`src/rtl/immgen.sv`:
```
// RV32I immediate generator: decodes the opcode, sign-extends the immediate
// combinationally, and keeps an enabled, registered copy for pipelined users.
module immgen #(
    parameter int XLEN = 32
) (
    input  logic            i_clk,
    input  logic            i_rst_n,
    input  logic            i_en,
    input  logic [31:0]     i_instr,
    output logic [XLEN-1:0] o_imm,
    output logic [2:0]      o_fmt,
    output logic            o_illegal,
    output logic [XLEN-1:0] o_imm_q,
    output logic [2:0]      o_fmt_q,
    output logic            o_illegal_q
);

    typedef enum logic [2:0] {
        FMT_NONE = 3'd0,
        FMT_I    = 3'd1,
        FMT_S    = 3'd2,
        FMT_B    = 3'd3,
        FMT_U    = 3'd4,
        FMT_J    = 3'd5
    } fmt_e;

    localparam logic [6:0] OPC_LOAD   = 7'b0000011;
    localparam logic [6:0] OPC_OP_IMM = 7'b0010011;
    localparam logic [6:0] OPC_JALR   = 7'b1100111;
    localparam logic [6:0] OPC_FENCE  = 7'b0001111;
    localparam logic [6:0] OPC_SYSTEM = 7'b1110011;
    localparam logic [6:0] OPC_STORE  = 7'b0100011;
    localparam logic [6:0] OPC_BRANCH = 7'b1100011;
    localparam logic [6:0] OPC_LUI    = 7'b0110111;
    localparam logic [6:0] OPC_AUIPC  = 7'b0010111;
    localparam logic [6:0] OPC_JAL    = 7'b1101111;
    localparam logic [6:0] OPC_OP     = 7'b0110011;

    fmt_e            fmt;
    logic            illegal;
    logic [XLEN-1:0] imm;

    logic [XLEN-1:0] imm_d, imm_q;
    logic [2:0]      fmt_d, fmt_q;
    logic            illegal_d, illegal_q;

    // NOTE: every signal written here gets a default first, so no path leaves it
    // unassigned and no latch is inferred.
    always_comb begin
        fmt     = FMT_NONE;
        illegal = 1'b0;
        unique case (i_instr[6:0])
            OPC_LOAD, OPC_OP_IMM, OPC_JALR,
            OPC_FENCE, OPC_SYSTEM:  fmt = FMT_I;
            OPC_STORE:              fmt = FMT_S;
            OPC_BRANCH:             fmt = FMT_B;
            OPC_LUI, OPC_AUIPC:     fmt = FMT_U;
            OPC_JAL:                fmt = FMT_J;
            OPC_OP:                 fmt = FMT_NONE;
            default:                illegal = 1'b1;
        endcase
    end

    always_comb begin
        imm = '0;
        unique case (fmt)
            FMT_I:   imm = {{20{i_instr[31]}}, i_instr[31:20]};
            FMT_S:   imm = {{20{i_instr[31]}}, i_instr[31:25], i_instr[11:7]};
            FMT_B:   imm = {{19{i_instr[31]}}, i_instr[31], i_instr[7],
                            i_instr[30:25], i_instr[11:8], 1'b0};
            FMT_U:   imm = {i_instr[31:12], 12'b0};
            FMT_J:   imm = {{11{i_instr[31]}}, i_instr[31], i_instr[19:12],
                            i_instr[20], i_instr[30:21], 1'b0};
            default: imm = '0;
        endcase
    end

    assign o_imm     = imm;
    assign o_fmt     = fmt;
    assign o_illegal = illegal;

    always_comb begin
        imm_d     = imm_q;
        fmt_d     = fmt_q;
        illegal_d = illegal_q;
        if (i_en) begin
            imm_d     = imm;
            fmt_d     = fmt;
            illegal_d = illegal;
        end
    end

    // NOTE: state updates use non-blocking assignments so every register samples
    // pre-edge values; reset is synchronous and wins over the enable.
    always_ff @(posedge i_clk) begin
        if (!i_rst_n) begin
            imm_q     <= '0;
            fmt_q     <= '0;
            illegal_q <= 1'b0;
        end else begin
            imm_q     <= imm_d;
            fmt_q     <= fmt_d;
            illegal_q <= illegal_d;
        end
    end

    assign o_imm_q     = imm_q;
    assign o_fmt_q     = fmt_q;
    assign o_illegal_q = illegal_q;

endmodule

```
`config.mk`:
```
export PLATFORM = sky130hd
export DESIGN_NAME = immgen
export DESIGN_NICKNAME = d
export VERILOG_FILES = /design/src/rtl/immgen.sv
export SDC_FILE = /design/constraint.sdc
export NUM_CORES = 1
export LEC_CHECK = 0
export BUFFER_PORTS_ARGS = -buffer_cell sky130_fd_sc_hd__buf_2
export CELL_PAD_IN_SITES_DETAIL_PLACEMENT = 0
export CELL_PAD_IN_SITES_GLOBAL_PLACEMENT = 1
export CORE_UTILIZATION = 27
export CTS_CLUSTER_DIAMETER = 100
export DETAILED_ROUTE_END_ITERATION = 16
export HOLD_SLACK_MARGIN = 0.02
export PLACE_DENSITY = 0.82
export SYNTH_ARGS = -nofsm -noshare
export SYNTH_HDL_FRONTEND = slang
export SYNTH_SLANG_ARGS = --single-unit
```
`constraint.sdc`:
```
create_clock -name i_clk -period 1.3 [get_ports i_clk]
set_input_delay 0.13 -clock i_clk [delete_from_list [all_inputs] [get_ports i_clk]]
set_output_delay 0.13 -clock i_clk [all_outputs]
set_load 0.05 [all_outputs]
```
Yosys cells after proc, flatten, opt, wreduce, memory -nomap -nowiden
Cells that the tools add are included.
Widths: inputs -> output; s select.
Operators by class
  equal/unequal tests: 16
  multiplexer cells: 3
  reduce and logical (&&, ||, !) cells: 3
Operators with widths (number)
  $pmux 32 s5: 1
  $eq 7x7->1 const B: 4
  $eq 7x6->1 const B: 3
  $pmux 3 s5: 1
  $eq 7x5->1 const B: 2
  $reduce_or 11->1: 1
  $eq 7x2->1 const B: 1
  $eq 7x4->1 const B: 1
  $eq 3x2->1 const B: 2
  $eq 3x3->1 const B: 2
  $reduce_or 5->1: 1
  $eq 3x1->1 const B: 1
  $reduce_or 2->1: 1
  $mux 1: 1
Storage, ports and cells
  output and inout bits: 72
  flip-flop bits (word level): 36

Depth between registers and ports, before layout
  depth in word-level cells: 5
  gate-level depth with buffers: 8

Worst setup path before layout
OpenSTA, ideal clock, no wires.
  kind: input to output
  from: input i_instr[2]
  to: output o_imm[11]
  data arrival time: 2.143 ns
  buffers on the path: 1
  stages: 6
  required time: 1.170 ns
  slack: -0.973 ns
  path through: buf_6 -> nor2_4 -> nand4_1 -> clkinv_1 -> a22oi_1 -> o21ai_0
Between the ends
  word-level cells in the longest chain between the ends: 5
  elaborated cells on any way between the ends: 19
RTL lines
  from (decl): RTL line 9  | input logic [31:0] i_instr,
  $eq 7x2->1, or another cell as far along: RTL line 52  | unique case (i_instr[6:0])
  $reduce_or 5->1 / $reduce_or 2->1 (equally long branches)
  $pmux 3 s5 *: RTL line 52
  named net o_fmt[1]: RTL line 11  | output logic [2:0] o_fmt,
  $eq 3x3->1, or another cell as far along: RTL line 66  | unique case (fmt)
  $pmux 32 s5 *: RTL line 66
  to (decl): RTL line 10  | output logic [XLEN-1:0] o_imm,
Mark *: on every way through the listed nets, which the timed path passes. The rest lies on a longest branch.

Worst setup path in the final report
  from: input i_instr[5]
  to: output o_imm[7]
Between the ends
  word-level cells in the longest chain between the ends: 5
  elaborated cells on any way between the ends: 19
RTL lines (RTL line)
  $eq 7x2->1, or another cell as far along: 52
  $reduce_or 5->1 / $reduce_or 2->1 (equally long branches)
  $pmux 3 s5 *: 52
  $eq 3x3->1, or another cell as far along: 66
  $pmux 32 s5 *: 66
Every way passes the cells marked *; elsewhere a longest branch is shown, timed or not.

==> flow_summary.json <==
{
  "status": "finished with violations",
  "violations": "negative setup slack",
  "die_h_um": 87.0,
  "fillerInstances": 604,
  "critical_path.max_stage_delay_ns": 0.36,
  "max-vdd-ir-drop_mv": 0.361,
  "cts_tree": "yes",
  "synthCells": 250,
  "clk_pin_slew_ns": 0.07,
  "synth.area.top_cells": "dfxtp_1 37%, nand2_1 10%, o21ai_0 9.2%",
  "setup_slack_ns": -0.170,
  "grt_pass1_vias": 2357,
  "cts_buffer_depth": 2,
  "ant_nets": 0,
  "holdBufCountCts": 0,
  "vias": 2520,
  "routed_wl_um": 7400,
  "synth_fa_ha_area_frac": 0,
  "grt_overflow": 0,
  "fmax_mhz": 680,
  "synth_most_common_cell": "nand2_1",
  "period_minus_slack_ns": 1.47,
  "cp-end-kind": "output pin",
  "start_kind": "input pin",
  "hold_path.class": "input pin to flop",
  "finalSetupViolCount": 34,
  "htree_levels": 2,
  "io_buffer_count": 106,
  "synth-seq-cells": 36,
  "cp.required_ns": 1.17,
  "rsz0062_at_grt": "true",
  "via_per_inst": 4.95,
  "synth-xor-area-share": 0,
  "synth_edf_count": 0,
  "dieArea_um2": 7570,
  "leakage_nw": 1.91,
  "track_usage": 0.193,
  "power_density_nw_per_um2": 715,
  "tns_ns": -3.27,
  "synth_top_family_by_area": "compound AO/OA/AOI/OAI gates",
  "die_w_um": 87.0,
  "arrival_ns": 1.34,
  "tightest_slew_ns": 0.365,
  "boundaryPins": 107,
  "syn_nets": 285,
  "hpwl_um": 5080,
  "rows": 30,
  "cp_max_fo": 7,
  "synthArstFlopShare": 0,
  "grt_max_degree": 71,
  "synthMuxAreaShare": 0.0154,
  "worstPathCellList": "buf_12 > a2111oi_4 > a31oi_2 > nand2_4 > buf_6 > and3_4 > buf_8",
  "timing.final.crit_share": 1.13,
  "pre_cts_slack_ns": -0.367,
  "cap_violations": 0,
  "wl_per_cell_um": 14.5,
  "place_congestion": 0.809,
  "diodes": 0,
  "yosysTopAreaCell": "dfxtp_1",
  "ys_warn_count": 0,
  "drive_above_1_share": 0.637,
  "area_growth_pct": 110,
  "synth.avg_cell_area_um2": 7.80,
  "ys_types": 41,
  "coreArea_um2": 6870,
  "antenna_found_initial": 0,
  "synth-seq-area-share": 0.369,
  "drv_slew": 0,
  "clock-sinks": 36,
  "floorplan.initialDensity": 0.284,
  "hold_viol": 0,
  "fin_worst_skew_ns": 0,
  "synth-compound-area-share": 0.278,
  "crit_buf_inv": 3,
  "yosys.area_share.simple": 0.251,
  "drtPass1Iterations": 4,
  "relSlewSlack": 0.757,
  "drtIter0Drc": 116,
  "synth_top_area_frac": 0.369,
  "clock-root-buffer": "clkbuf_8",
  "clk_latency_ns": 0.28,
  "grt_pass1_wl_um": 11400,
  "nets": 447,
  "criticalPathCategory": "input pin to output pin",
  "cpMaxStageDelayCell": "a2111oi_4",
  "cp_top_family": "compound AO/OA/AOI/OAI gates",
  "synth-main-ff-cell": "dfxtp_1",
  "drc": 0,
  "yosys-top-cells-count": "54 x nand2_1, 36 x dfxtp_1, 36 x o21ai_0",
  "numCtsBuffers": 5,
  "syn-cell-area_um2": 1950
}
-- power breakdown --
group          switching (mW)  internal, mW  total (mW)
registers              0.0213          1.15        1.17
clock network           0.394         0.431       0.824
logic                   0.568         0.368       0.936
-- cell families (layout without fill, tap and decap cells) --
kind of cell           Yosys count  in the layout
AO/OA/AOI/OAI                   83             83
buffers and inverters           31            193
flip-flops                      36             36
multiplexers                     3              3
AND/OR/NAND/NOR                 97             98
-- area by class of cell --
cell class / instances / area (µm²) / area share
sequential: 36 / 721 / 0.176
tap: 96 / 120 / 0.0293
inverter: 7 / 38.8 / 0.00947
multi-input combinational: 184 / 1550 / 0.379
clock inverter: 1 / 7.51 / 0.00183
timing repair buffer: 178 / 1570 / 0.383
clock buffer: 7 / 86.3 / 0.0211
-- what timing repair did --
action	4_1_cts	5_1_grt
gates resized for setup	153	29
endpoints found under the setup margin	43	44
cloned	1	1
buffers inserted	7	8
pin swaps	22	11
-- layout by cell type, fill, tap and decap left out, types with 3 or more instances in the layout --
cell	instances
nand2_2	10
buf_2	65
buf_12	9
o21ai_0	27
clkbuf_8	6
buf_8	27
o211ai_1	4
nand3b_1	6
o211a_1	4
o21ai_1	4
a31oi_1	22
nand2_1	17
and2_4	3
nor2_1	3
nand2_8	10
buf_4	56
nand2_4	20
mux2i_1	3
inv_1	3
dfxtp_1	36
o21ai_4	4
buf_6	21
and3_4	6
nand3_1	6
-- registers in the layout (all words and copies together), names as in the netlist --
register and count:
o_imm_q 32, o_illegal_q 1, o_fmt_q 3
-- worst min-delay path, delay by kind of cell --
kind                   cells  cell delay (ns)
AOI/OAI and AO/OA          1             0.06
buffers and inverters      1             0.11
and+or+nand+nor            1             0.07
-- stage by stage --
| step | total power, mW | cells | instance area, µm² | util | hold WS [ns] |
|---|---|---|---|---|---|
| floorplan | 1.69 | 250 | 2260 | - | 0.293 |
| global placement | 1.92 | 485 | 3230 | 0.470 | 0.433 |
| detailed placement | 1.93 | 485 | 3230 | 0.470 | 0.439 |
| CTS | 2.89 | 500 | 3900 | 0.568 | 0.134 |
| global route | 3.05 | 509 | 4090 | 0.596 | 0.134 |
| finish | 2.93 | 509 | 4090 | 0.596 | 0.143 |
-- path summary, 6_finish.rpt --
kind | from | to | slack, ns | cells after the start
worst min register to register | o_imm_q[8]$_SDFFE_PN0P_ | o_imm_q[8]$_SDFFE_PN0P_ | 0.48 | 2
worst max-delay path | i_instr[5] | o_imm[7] | -0.17 | 7
worst min-delay path | i_instr[30] | o_imm_q[10]$_SDFFE_PN0P_ | 0.14 | 3
worst max register to register | o_imm_q[11]$_SDFFE_PN0P_ | o_imm_q[11]$_SDFFE_PN0P_ | 0.52 | 3
-- routing by layer --
| layer | up-vias | wire length (µm) | track usage |
|---|---|---|---|
| li1 | 1228 | - | - |
| met4 | 0 | 99 | 0.0530 |
| met2 | 100 | 3740 | 0.341 |
| met1 | 1182 | 3140 | 0.233 |
| met3 | 10 | 426 | 0.0427 |
| met5 | - | 0 | 0 |
(Power assumes the default switching activity.)
